File: src/rtl/prog_counter_pkg.sv
// Shared definitions for the programmable event/timebase counter:
// saturation-mode encodings and the prescaler phase-width helper.
package prog_counter_pkg;

  localparam int MODE_WRAP = 0;
  localparam int MODE_SAT  = 1;

  // Width of the prescaler phase register; at least one bit even when PRESCALE is 1.
  function automatic int phase_w(input int prescale);
    return (prescale <= 1) ? 1 : $clog2(prescale);
  endfunction

endpackage

File: src/rtl/prog_counter_prescaler.sv
// Clock-enable prescaler: tick fires on the PRESCALE-th enabled cycle;
// restart re-aligns the phase to 0 synchronously.
module prog_counter_prescaler
  import prog_counter_pkg::*;
#(
  parameter int PRESCALE = 1
) (
  input  logic clk,
  input  logic rst,
  input  logic en,
  input  logic restart,
  output logic tick
);

  localparam int            PW   = phase_w(PRESCALE);
  localparam logic [PW-1:0] LAST = PW'(PRESCALE - 1);

  logic [PW-1:0] phase;

  assign tick = en & (phase == LAST);

  always_ff @(posedge clk or negedge rst) begin
    if (!rst) begin
      phase <= '0;
    end else if (restart) begin
      phase <= '0;
    end else if (en) begin
      phase <= (phase == LAST) ? '0 : phase + PW'(1);
    end
  end

endmodule

File: src/rtl/prog_counter.sv
// Parametrised up/down event counter with modulus, wrap/saturate bound handling,
// prescaled enable, terminal-count pulse and sticky overflow flag.
module prog_counter
  import prog_counter_pkg::*;
#(
  parameter int WIDTH    = 6,
  parameter int MODULO   = 64,
  parameter int MODE     = MODE_WRAP,
  parameter int PRESCALE = 1
) (
  input  logic             clk,
  input  logic             rst,
  input  logic             en,
  input  logic             up_dn,
  input  logic             clr,
  input  logic             load,
  input  logic [WIDTH-1:0] load_val,
  output logic [WIDTH-1:0] count,
  output logic             tc,
  output logic             ovf
);

  if ((WIDTH < 2) || (MODULO < 2) || (MODULO > (1 << WIDTH)) || (PRESCALE < 1)) begin : g_bad_params
    $error("prog_counter: illegal WIDTH/MODULO/PRESCALE combination");
  end

  localparam logic [WIDTH-1:0] MAX_VAL = WIDTH'(MODULO - 1);
  localparam bit               SAT     = (MODE == MODE_SAT);

  function automatic logic [WIDTH-1:0] clamp(input logic [WIDTH-1:0] v);
    return (v > MAX_VAL) ? MAX_VAL : v;
  endfunction

  function automatic logic [WIDTH-1:0] step_up(input logic [WIDTH-1:0] v);
    if (v >= MAX_VAL) return SAT ? MAX_VAL : '0;
    return v + WIDTH'(1);
  endfunction

  function automatic logic [WIDTH-1:0] step_down(input logic [WIDTH-1:0] v);
    if (v == '0) return SAT ? '0 : MAX_VAL;
    return v - WIDTH'(1);
  endfunction

  logic             tick;
  logic [WIDTH-1:0] count_nxt;
  logic             tc_nxt;
  logic             ovf_nxt;

  prog_counter_prescaler #(
    .PRESCALE(PRESCALE)
  ) u_prescaler (
    .clk    (clk),
    .rst    (rst),
    .en     (en),
    .restart(clr | load),
    .tick   (tick)
  );

  // clr > load > tick > hold; tc only flags a tick taken while sitting on a bound
  always_comb begin
    count_nxt = count;
    tc_nxt    = 1'b0;
    ovf_nxt   = ovf;
    if (clr) begin
      count_nxt = '0;
      ovf_nxt   = 1'b0;
    end else if (load) begin
      count_nxt = clamp(load_val);
    end else if (tick) begin
      if (up_dn) begin
        tc_nxt    = (count >= MAX_VAL);
        count_nxt = step_up(count);
      end else begin
        tc_nxt    = (count == '0);
        count_nxt = step_down(count);
      end
      ovf_nxt = ovf | tc_nxt;
    end
  end

  always_ff @(posedge clk or negedge rst) begin
    if (!rst) begin
      count <= '0;
      tc    <= 1'b0;
      ovf   <= 1'b0;
    end else begin
      count <= count_nxt;
      tc    <= tc_nxt;
      ovf   <= ovf_nxt;
    end
  end

endmodule

File: config.mk
export PLATFORM = sky130hd
export DESIGN_NAME = prog_counter
export DESIGN_NICKNAME = d
export VERILOG_FILES = /design/src/rtl/prog_counter_pkg.sv /design/src/rtl/prog_counter_prescaler.sv /design/src/rtl/prog_counter.sv
export SDC_FILE = /design/constraint.sdc
export NUM_CORES = 1
export LEC_CHECK = 0
export CORE_MARGIN = 3
export CORE_UTILIZATION = 49
export DETAILED_ROUTE_END_ITERATION = 12
export PLACE_DENSITY = 0.93
export SYNTH_ARGS = -nofsm -noshare
export SYNTH_HDL_FRONTEND = slang
export SYNTH_SLANG_ARGS = --single-unit
File: constraint.sdc
create_clock -name clk -period 3.95 [get_ports clk]
set_input_delay 0.79 -clock clk [delete_from_list [all_inputs] [get_ports clk]]
set_output_delay 0.79 -clock clk [all_outputs]
set_load 0.02 [all_outputs]
* Word-level counts from Yosys, hierarchy flattened *
Index checks and enable logic that the tools add are counted.

storage, ports and cells
  logic and storage cells = 51
  output and inout bits = 8
  latch bits = 0
  memories = 0
  RAM bits = 0
  memory bits (read-only) = 0
  register bits after elaboration = 9

cells by class
  eq/ne operators = 1
  multiply operators = 0
  div/mod/pow operators = 0
  bitwise operators = 4
  multiplexer cells = 32
  reductions and logical operators = 5
  $lt $le $gt $ge = 2
  add/subtract/negate cells = 3
  shift-type cells = 0

operator list
  kind                   number
  $mux W6                9
  $mux W1                23
  $add A6 B1 Y6 const B  1
  $ge A6 B6 Y1 const B   1
  $gt A6 B6 Y1 const B   1
  $logic_not A6 Y1       1
  $sub A6 B1 Y6 const B  1
  $reduce_bool A2 Y1     2
  $reduce_bool A3 Y1     1
  $ne A2 B2 Y1 const B   1
  $or A1 B1 Y1           2
  $reduce_and A2 Y1      1
  $add A1 B1 Y1 const B  1
  $and A1 B1 Y1          1
  $not A1 Y1             1

* Depth between registers and ports, before layout *
Gate-level depths: netlist (run 1).

  word-level depth = 11
  mapped depth = 7

* Cells and area by module *
A second synthesis (run 1) with hierarchy kept.

unflattened totals
  cell total of the unflattened synthesis = 77
  area, all modules = 705.7 µm²

by module, submodules not included
  module                  area each (µm²)  times used  cells each
  prog_counter            698.2            1           76
  prog_counter_prescaler  7.5              1           1

* Worst setup path before layout (run 1) *
No wires, ideal clock.

  path type = in2reg
  start = in up_dn
  end = reg count[4]
  data arrival time = 1,659 ps
  data required time = 3,824 ps
  setup time = 126 ps
  stages on the path = 5
  slack = 2,165 ps
  path buffers = 1
  path through = buf_2 > and4_1 > a311oi_1 > o21a_1 > o311a_1

on the way
  word-level cells in the longest chain between the ends = 4

RTL lines
  item                  RTL line            text
  from (decl)           prog_counter.sv:14  input logic up_dn,
  $mux W6               prog_counter.sv:70  if (up_dn) begin
  $mux W6               prog_counter.sv:69  end else if (tick) begin
  $mux W6               prog_counter.sv:67  end else if (load) begin
  $mux W6               prog_counter.sv:64  if (clr) begin
  to (signal assigned)  prog_counter.sv:87  count <= count_nxt;
  to (decl)             prog_counter.sv:18  output logic [WIDTH-1:0] count,

No other way between the ends. The select of a mux whose other input is x is not followed.
A chain may end at the register's enable or synchronous reset.

* Final worst setup path (run 1) *
  start = reg count[2]
  end = out count[2]

No word-level cell between the ends.

==> metrics list, run 1 <==
- Run status: finished, final reports clean
- Traced cell by cell, the critical path runs through clkdlybuf4s50_1.
- Number of design rule violations left after detail routing: 0
- The number of different library cells used by synthesis comes to 38.
- Filler Cells Inserted: 98
- Main synth FF type: sky130_fd_sc_hd__dfrtp_1
* Portion of synthesized cell area occupied by the leading cell type: 29.6%
* Net total in the final layout: 111
- The post-route netlist has 7.45% of its cells at a drive strength greater than 1.
* Class of the most critical setup path: reg2out
* Crit-path slowest cell: sky130_fd_sc_hd__clkdlybuf4s50_1
* Syn Area/Cell: 8.55 um2
- In the final routed layout, each cell accounts on average for 15.6 um.
- Entering global routing, the biggest net connects 14 pins.
- Post-Place Setup Slack: 1.55 ns
- Antenna-violating nets left: 0
- The worst setup path is launched from a flip-flop.
- Number of flip-flops and latches in the synthesized netlist: 8
* Number of antenna violations at the first check in global routing: 0
* CP Launch Point: count[2]
- Max-cap violations in this run came to 0.
- The clock reaches the later pin of the worst-skew pair after 0.25 ns.
- Commonest cells post-synth: sky130_fd_sc_hd__dfrtp_1, sky130_fd_sc_hd__inv_1, sky130_fd_sc_hd__a21oi_1
* Final min period: 2.31 ns
* Netlist area before placement: 676 um2
- Share of cell area taken by muxes after synthesis: 2.96%
- Cells fill 72.2% of the core in the end.
- In this run, placement finished with an instance count of 105.
- Biggest area contributors in the synthesized netlist: sky130_fd_sc_hd__dfrtp_1, sky130_fd_sc_hd__ha_1, sky130_fd_sc_hd__a21oi_1, sky130_fd_sc_hd__inv_1, sky130_fd_sc_hd__xnor2_1
* Critical register-to-register path startpoint: count[0]
- Count of buffering cells on the critical path with inverters included: 1
- Clock skew on the completed layout was measured at 0.000757 ns.
- The floorplan step defined a core boundary enclosing 1200 um2.
- Post-Syn Instances: 79
* Drt initial violations: 42
- Number of detailed-routing iterations run before antenna repair: 4
* Worst min path class: reg2reg
* Full die area: 1860 um2
* Fraction of the mapped netlist area in adder cells: 5.56%
- Std-Cell Rows: 12
* Resized Gates After CTS: 0
* Clk slew on worst S/H paths: 0.05 ns
* Detailed Place HPWL: 1290 um
- The detailed router placed 648 vias in this run.
* Parity-gate share of the synthesized area counting xor and xnor cells: 5.19%
- Final hold viol count: 0
* RD Place Congestion: 0.792
- At the pin with the least slew margin, the transition time is 0.433 ns.
- After detailed routing, the number of vias per cell comes to 6.00.
- The number of max-slew violations in the final report is 0.
* Slack of the critical path: 1.64 ns
- Top cell family by delay on the critical path: buffers and inverters
- Worst hold margin: 0.477 ns
- Cell chosen for the clock root: sky130_fd_sc_hd__clkbuf_4
- Summed over all cells, the static leakage comes to 0.000358 uW.
- Deepest level of the CTS H-tree: 1
* RSZ-0062 raised after global routing: no
- In this design, the stage delay of the slowest critical-path cell is 0.68 ns.
- Across the VDD grid, the largest voltage drop is 0.207 mV.
* Data arrival time at the worst-slack endpoint: 1.52 ns
- Wires add up to 1680 um.
- STA puts the critical path data required time at 3.16 ns.
- Max Root-Sink Buffers: 2
* Setup repair bufs after CTS: 0
* Inserted Diodes: 0
- The critical path ends at count[2].
- Complex-gate fraction of the synthesized area: 27.4%
- The worst register-to-register path ends at count[4].
- Global-route wire length before repair: 2660 um
- Worst-case headroom to the max-slew limit: 71.0%
- Summing the areas of all and, or, nand and nor instances in the mapped netlist gives 19.1% of the synthesized area.
- Setup violations remaining at the end of the flow were counted as 0.
- Timing would allow up to 433 MHz.
- Registers take 200 um2.
* Footprint of the multi-input gates: 407 um2
* EDFF count, synth: 0
- CTS Buf Count: 3
* Worst reg-to-reg setup slack: 2.22 ns
- Gr usage total: 19.5%
* Number of global-route vias before repair: 576
* Ports placed on the boundary: 20
* TritonCTS clock tree: yes
* Share of the yosys chip area belonging to registers: 29.6%
* Element type at the critical path end: primary output
- Area added between synthesis and finish: 28.3%
- From left edge to right edge, the die measures 43.1 um.
* Total power divided by cell area: 283 nW/um2
- Synthesis produced a netlist with a net count of 94.
- For this design, the sink count on the clock tree is 8.
- Ratio of final minimum period to clock period: 58.5%
* Vertical die dimension: 43.1 um
- Quantity of I/O buffers inserted on ports: 19
- Cell depth of the worst setup path: 1
* Hold-fix buffers at CTS: 0
* Top fanout value on the critical path: 12
* Synthesis Warnings: 0
- For this run the aggregate overflow at the end of global routing stands at 0.
- Effective utilization at floorplan: 56.3%
* Logic depth of the worst register-to-register path: 5
- Largest area contributor in the synthesized netlist: sky130_fd_sc_hd__dfrtp_1
- By area, the combinational part of the netlist is dominated by compound AO/OA/AOI/OAI gates.
- In the final timing run, aggregate negative setup slack is 0 ns.
- Non-filler cells, final: 108
- FFs w/ async S/R, synth: 100%
where the power goes:
group / internal, uW / leakage, uW / switching, uW
registers: 87.1 / 0.000106 / 13.7
logic: 42.6 / 0.000238 / 39.9
clock network: 34.7 / 0.0000138 / 27.3
how the worst min path moves through the flow:
stage / from / endpoint / slack [ns] / depth (start not counted)
after floorplan: rst / count[0] / 0.49 / 0
after global placement: ovf / ovf / 0.47 / 1
after detailed placement: ovf / ovf / 0.47 / 1
after CTS: ovf / ovf / 0.48 / 1
after global routing: ovf / ovf / 0.51 / 1
final: ovf / ovf / 0.48 / 1
state kept, by name, indices dropped and copies added, names as in the netlist:
register and flops:
tc 1, count 6, ovf 1
kinds of logic (layout without fill, tap and decap cells):
logic type | count (synthesis) | count (layout)
compound gates | 25 | 25
simple gates | 22 | 22
buf+inv | 15 | 30
flops | 8 | 8
xor+xnor | 4 | 4
fa+ha+maj | 3 | 3
mux | 2 | 2
layer usage:
metal	track usage (%)	share of wire, %	routed length (um)
met4	3.61	0.48	8
met2	34.5	52	875
met5	0	0	0
met3	7.63	7.4	125
met1	21.8	40	673
stage by stage:
stage	power [uW]	instance area, um2
finish	245	867
detailed placement	184	845
CTS	247	867
global route	262	867
floorplan	154	676
global placement	181	845
cells in the final DEF, fill, tap and decap left out, types with 2 or more instances in the layout:
cell,n
sky130_fd_sc_hd__a31oi_1,2
sky130_fd_sc_hd__nand3_1,4
sky130_fd_sc_hd__dfrtp_1,8
sky130_fd_sc_hd__clkdlybuf4s50_1,19
sky130_fd_sc_hd__clkbuf_4,3
sky130_fd_sc_hd__nor3b_1,2
sky130_fd_sc_hd__o21ai_0,2
sky130_fd_sc_hd__ha_1,3
sky130_fd_sc_hd__o22ai_1,2
sky130_fd_sc_hd__a21oi_1,7
sky130_fd_sc_hd__inv_1,8
sky130_fd_sc_hd__mux2i_1,2
sky130_fd_sc_hd__nor2_1,5
sky130_fd_sc_hd__xnor2_1,3
sky130_fd_sc_hd__nand2_1,4
cell type report:
cell class | count | share of cell area (%)
multi-input combinational | 56 | 46.9
clock buffer | 3 | 2.60
timing repair buffer | 19 | 21.9
inverter | 8 | 3.46
tap | 14 | 2.02
sequential | 8 | 23.1
Power figures use the tool's default switching activity.
==> inputs of run 2 (changes only) <==
Settings changed: CORE_UTILIZATION 49 to 41, PLACE_DENSITY 0.93 to 0.84.
Clock period 3.95 ns to 1.9 ns, I/O delays scaled along.
==> metrics list, run 2 (synthesis results as in run 1) <==
* Run status: finished, final reports clean (unchanged)
- Most frequent standard cell in the layout excluding fill and tap cells: sky130_fd_sc_hd__clkdlybuf4s50_1 (unchanged)
- Clk slew on worst S/H paths: 0.06 ns (was 0.05 ns)
- The start-to-end type of the worst setup path is reg2out (unchanged).
- The count of buffering cells on the critical path with inverters included is 1 (unchanged).
* Gr usage total: 18.7% (was 19.5%)
* Effective utilization at floorplan: 44.3% (was 56.3%)
* Net total in the final layout: 117 (was 111)
- The via count of the first global-routing pass is 677 (was 576).
- Routed wirelength normalized by instance count: 16.1 um (was 15.6 um)
* Top reg by flops: count (unchanged)
* Worst ir drop on vdd: 0.269 mV (was 0.207 mV)
- Most frequent cells in the layout: sky130_fd_sc_hd__clkdlybuf4s50_1, sky130_fd_sc_hd__inv_1, sky130_fd_sc_hd__a21oi_1, sky130_fd_sc_hd__buf_4 (was sky130_fd_sc_hd__clkdlybuf4s50_1, sky130_fd_sc_hd__inv_1, sky130_fd_sc_hd__dfrtp_1, sky130_fd_sc_hd__a21oi_1, sky130_fd_sc_hd__nor2_1)
- The later-pin clock latency in the skew report came to 0.25 ns (about the same).
* Largest net degree at the start of global routing: 13 (was 14)
- Crit-path slowest cell: sky130_fd_sc_hd__clkdlybuf4s50_1 (unchanged)
- The total DRC errors in the routed layout was 0 (unchanged).
- Final Routed Wirelength: 1870 um (was 1680 um)
- The width of the chip came to 46.6 um (was 43.1 um).
* Setup repair bufs after CTS: 0 (unchanged)
- The number of max-capacitance violations reported came to 0 (unchanged).
* Top Registers: count (6), ovf (1), tc (1) (unchanged)
- Cell chosen for the clock root: sky130_fd_sc_hd__clkbuf_4 (unchanged)
* Deepest level of the CTS H-tree: 1 (unchanged)
* Max-slew violation count: 0 (unchanged)
* Detailed Place HPWL: 1450 um (was 1290 um)
- The combined flip-flop and latch cell area came to 204 um2 (was 200 um2).
* Final setup violation count: 0 (unchanged)
* Number of detailed-routing iterations run before antenna repair: 4 (unchanged)
- Worst clock skew on the final layout: 0.000328 ns (was 0.000757 ns)
- The number of nets still failing antenna checks after routing was 0 (unchanged).
- Std-Cell Rows: 14 (was 12)
* CTS Buf Count: 3 (unchanged)
- The maximum fanout along the worst path came to 7 (was 12).
* Placed cell areas: 892 um2 (was 845 um2)
- The clock net sink count was 8 (unchanged).
* Full die area: 2170 um2 (was 1860 um2)
- Element type at the critical path end: primary output (unchanged)
* Via-per-instance ratio: 6.07 (was 6.00)
* Detailed-route via count: 704 (was 648)
- Top cell family by delay on the critical path: buffers and inverters (unchanged)
- Global-route wire length before repair: 2830 um (was 2660 um)
* Non-filler cells, final: 116 (was 108)
* Layout cells sized above 1: 16.0% (was 7.45%)
- Area of the core: 1520 um2 (was 1200 um2)
- The clock tree from TritonCTS was yes (unchanged).
- Inserted Diodes: 0 (unchanged)
- The total of fill cells in the finished design was 146 (was 98).
* Delay of the slowest cell on the worst path: 0.66 ns (was 0.68 ns)
* Number of antenna violations at the first check in global routing: 0 (unchanged)
* Max reg flops: 6 (unchanged)
* GRT Residual Overflow: 0 (unchanged)
- The worst hold margin came to 0.400 ns (was 0.477 ns).
- Area added between synthesis and finish: 35.9% (was 28.3%)
- The power per unit of standard cell area was 577 nW/um2 (was 283 nW/um2).
- RD Place Congestion: 0.926 (was 0.792)
- The final cell area excluding filler cells came to 918 um2 (was 867 um2).
* Leakage power summed over all cells: 0.000384 uW (was 0.000358 uW)
* Cell Chain, Critical Path: clkdlybuf4s50_1 (unchanged)
* Worst min path class: in2async (was reg2reg)
- Data arrival time at the worst-slack endpoint: 1.42 ns (was 1.52 ns)
- Vertical die dimension: 46.6 um (was 43.1 um)
- The cell count after placement came to 113 (was 105).
- Worst-case headroom to the max-slew limit: 76.9% (was 71.0%)
* Max Root-Sink Buffers: 2 (unchanged)
- CP startpoint kind: flip-flop (unchanged)
- Final min period: 1.80 ns
- Ratio of final minimum period to clock period: 94.6%
* Quantity of I/O buffers inserted on ports: 19 (unchanged)
* Final hold viol count: 0 (unchanged)
- Data required time at the worst endpoint: 1.52 ns (was 3.16 ns)
- Worst reg-to-reg setup slack: 0.26 ns (was 2.22 ns)
* Footprint of the multi-input gates: 407 um2 (unchanged)
- Hold-fix buffers at CTS: 0 (unchanged)
- The first-iteration detailed-routing DRC count was 30 (was 42).
- The slew at the pin with the worst max-slew slack is 0.344 ns (was 0.433 ns).
- Highest clock rate: 556 MHz
- RSZ-0062 raised after global routing: no (unchanged)
* Ports placed on the boundary: 20 (unchanged)
- The final core utilization is 60.3% (was 72.2%).
==> run 2: changes by cell type in the layout (fill, tap and decap cells not counted) <==
cell	change
sky130_fd_sc_hd__dfrtp_2	+3
sky130_fd_sc_hd__dfrtp_1	-3
sky130_fd_sc_hd__buf_4	+6
==> run 2: metal layers <==
metal	vias up	global-route usage (%)	wire, um
met5	-	0	0
met4	0	7.39	50
met3	4	4.30	173
met2	44	30.5	901
met1	328	23.4	746
li1	328	-	-
==> run 2: final cells by class <==
type / count / area share (%)
Multi-Input combinational cell: 56 / 44.3
Timing Repair Buffer: 25 / 25.6
Sequential cell: 8 / 22.2
Inverter: 8 / 3.27
Clock buffer: 3 / 2.45
Tap cell: 16 / 2.18
==> run 2: timing repair <==
action	CTS	global route
hold endpoints to repair	0	0
resized for setup	0	3
setup endpoints to repair	0	3
==> run 2: power by group <==
part           internal [uW]  total (uW)  switching [uW]  leakage [uW]
clock                   72.4         132            59.1     0.0000138
combinational           98.6         190            90.9      0.000268
sequential               182         209            27.0      0.000102
==> run 2: worst paths after layout <==
check	cells past startpoint	end	from
worst min-delay path	1	count[5]	rst
worst max register to register	5	count[4]	count[0]
worst max-delay path	1	count[4]	count[4]
worst min register to register	1	ovf	ovf
max in group asynchronous	1	count[0]	rst
min in group clk	1	ovf	ovf
==> run 2: through the flow <==
| stage | power, uW | setup WS, ns | TNS [ns] |
|---|---|---|---|
| 2_1_floorplan | 320 | 0.119 | 0 |
| 4_1_cts | 524 | 0.000523 | 0 |
| 3_3_place_gp | 391 | 0.0743 | 0 |
| 5_1_grt | 548 | 0.0349 | 0 |
| 3_5_place_dp | 398 | -0.00337 | -0.00337 |
| 6_report | 530 | 0.102 | 0 |
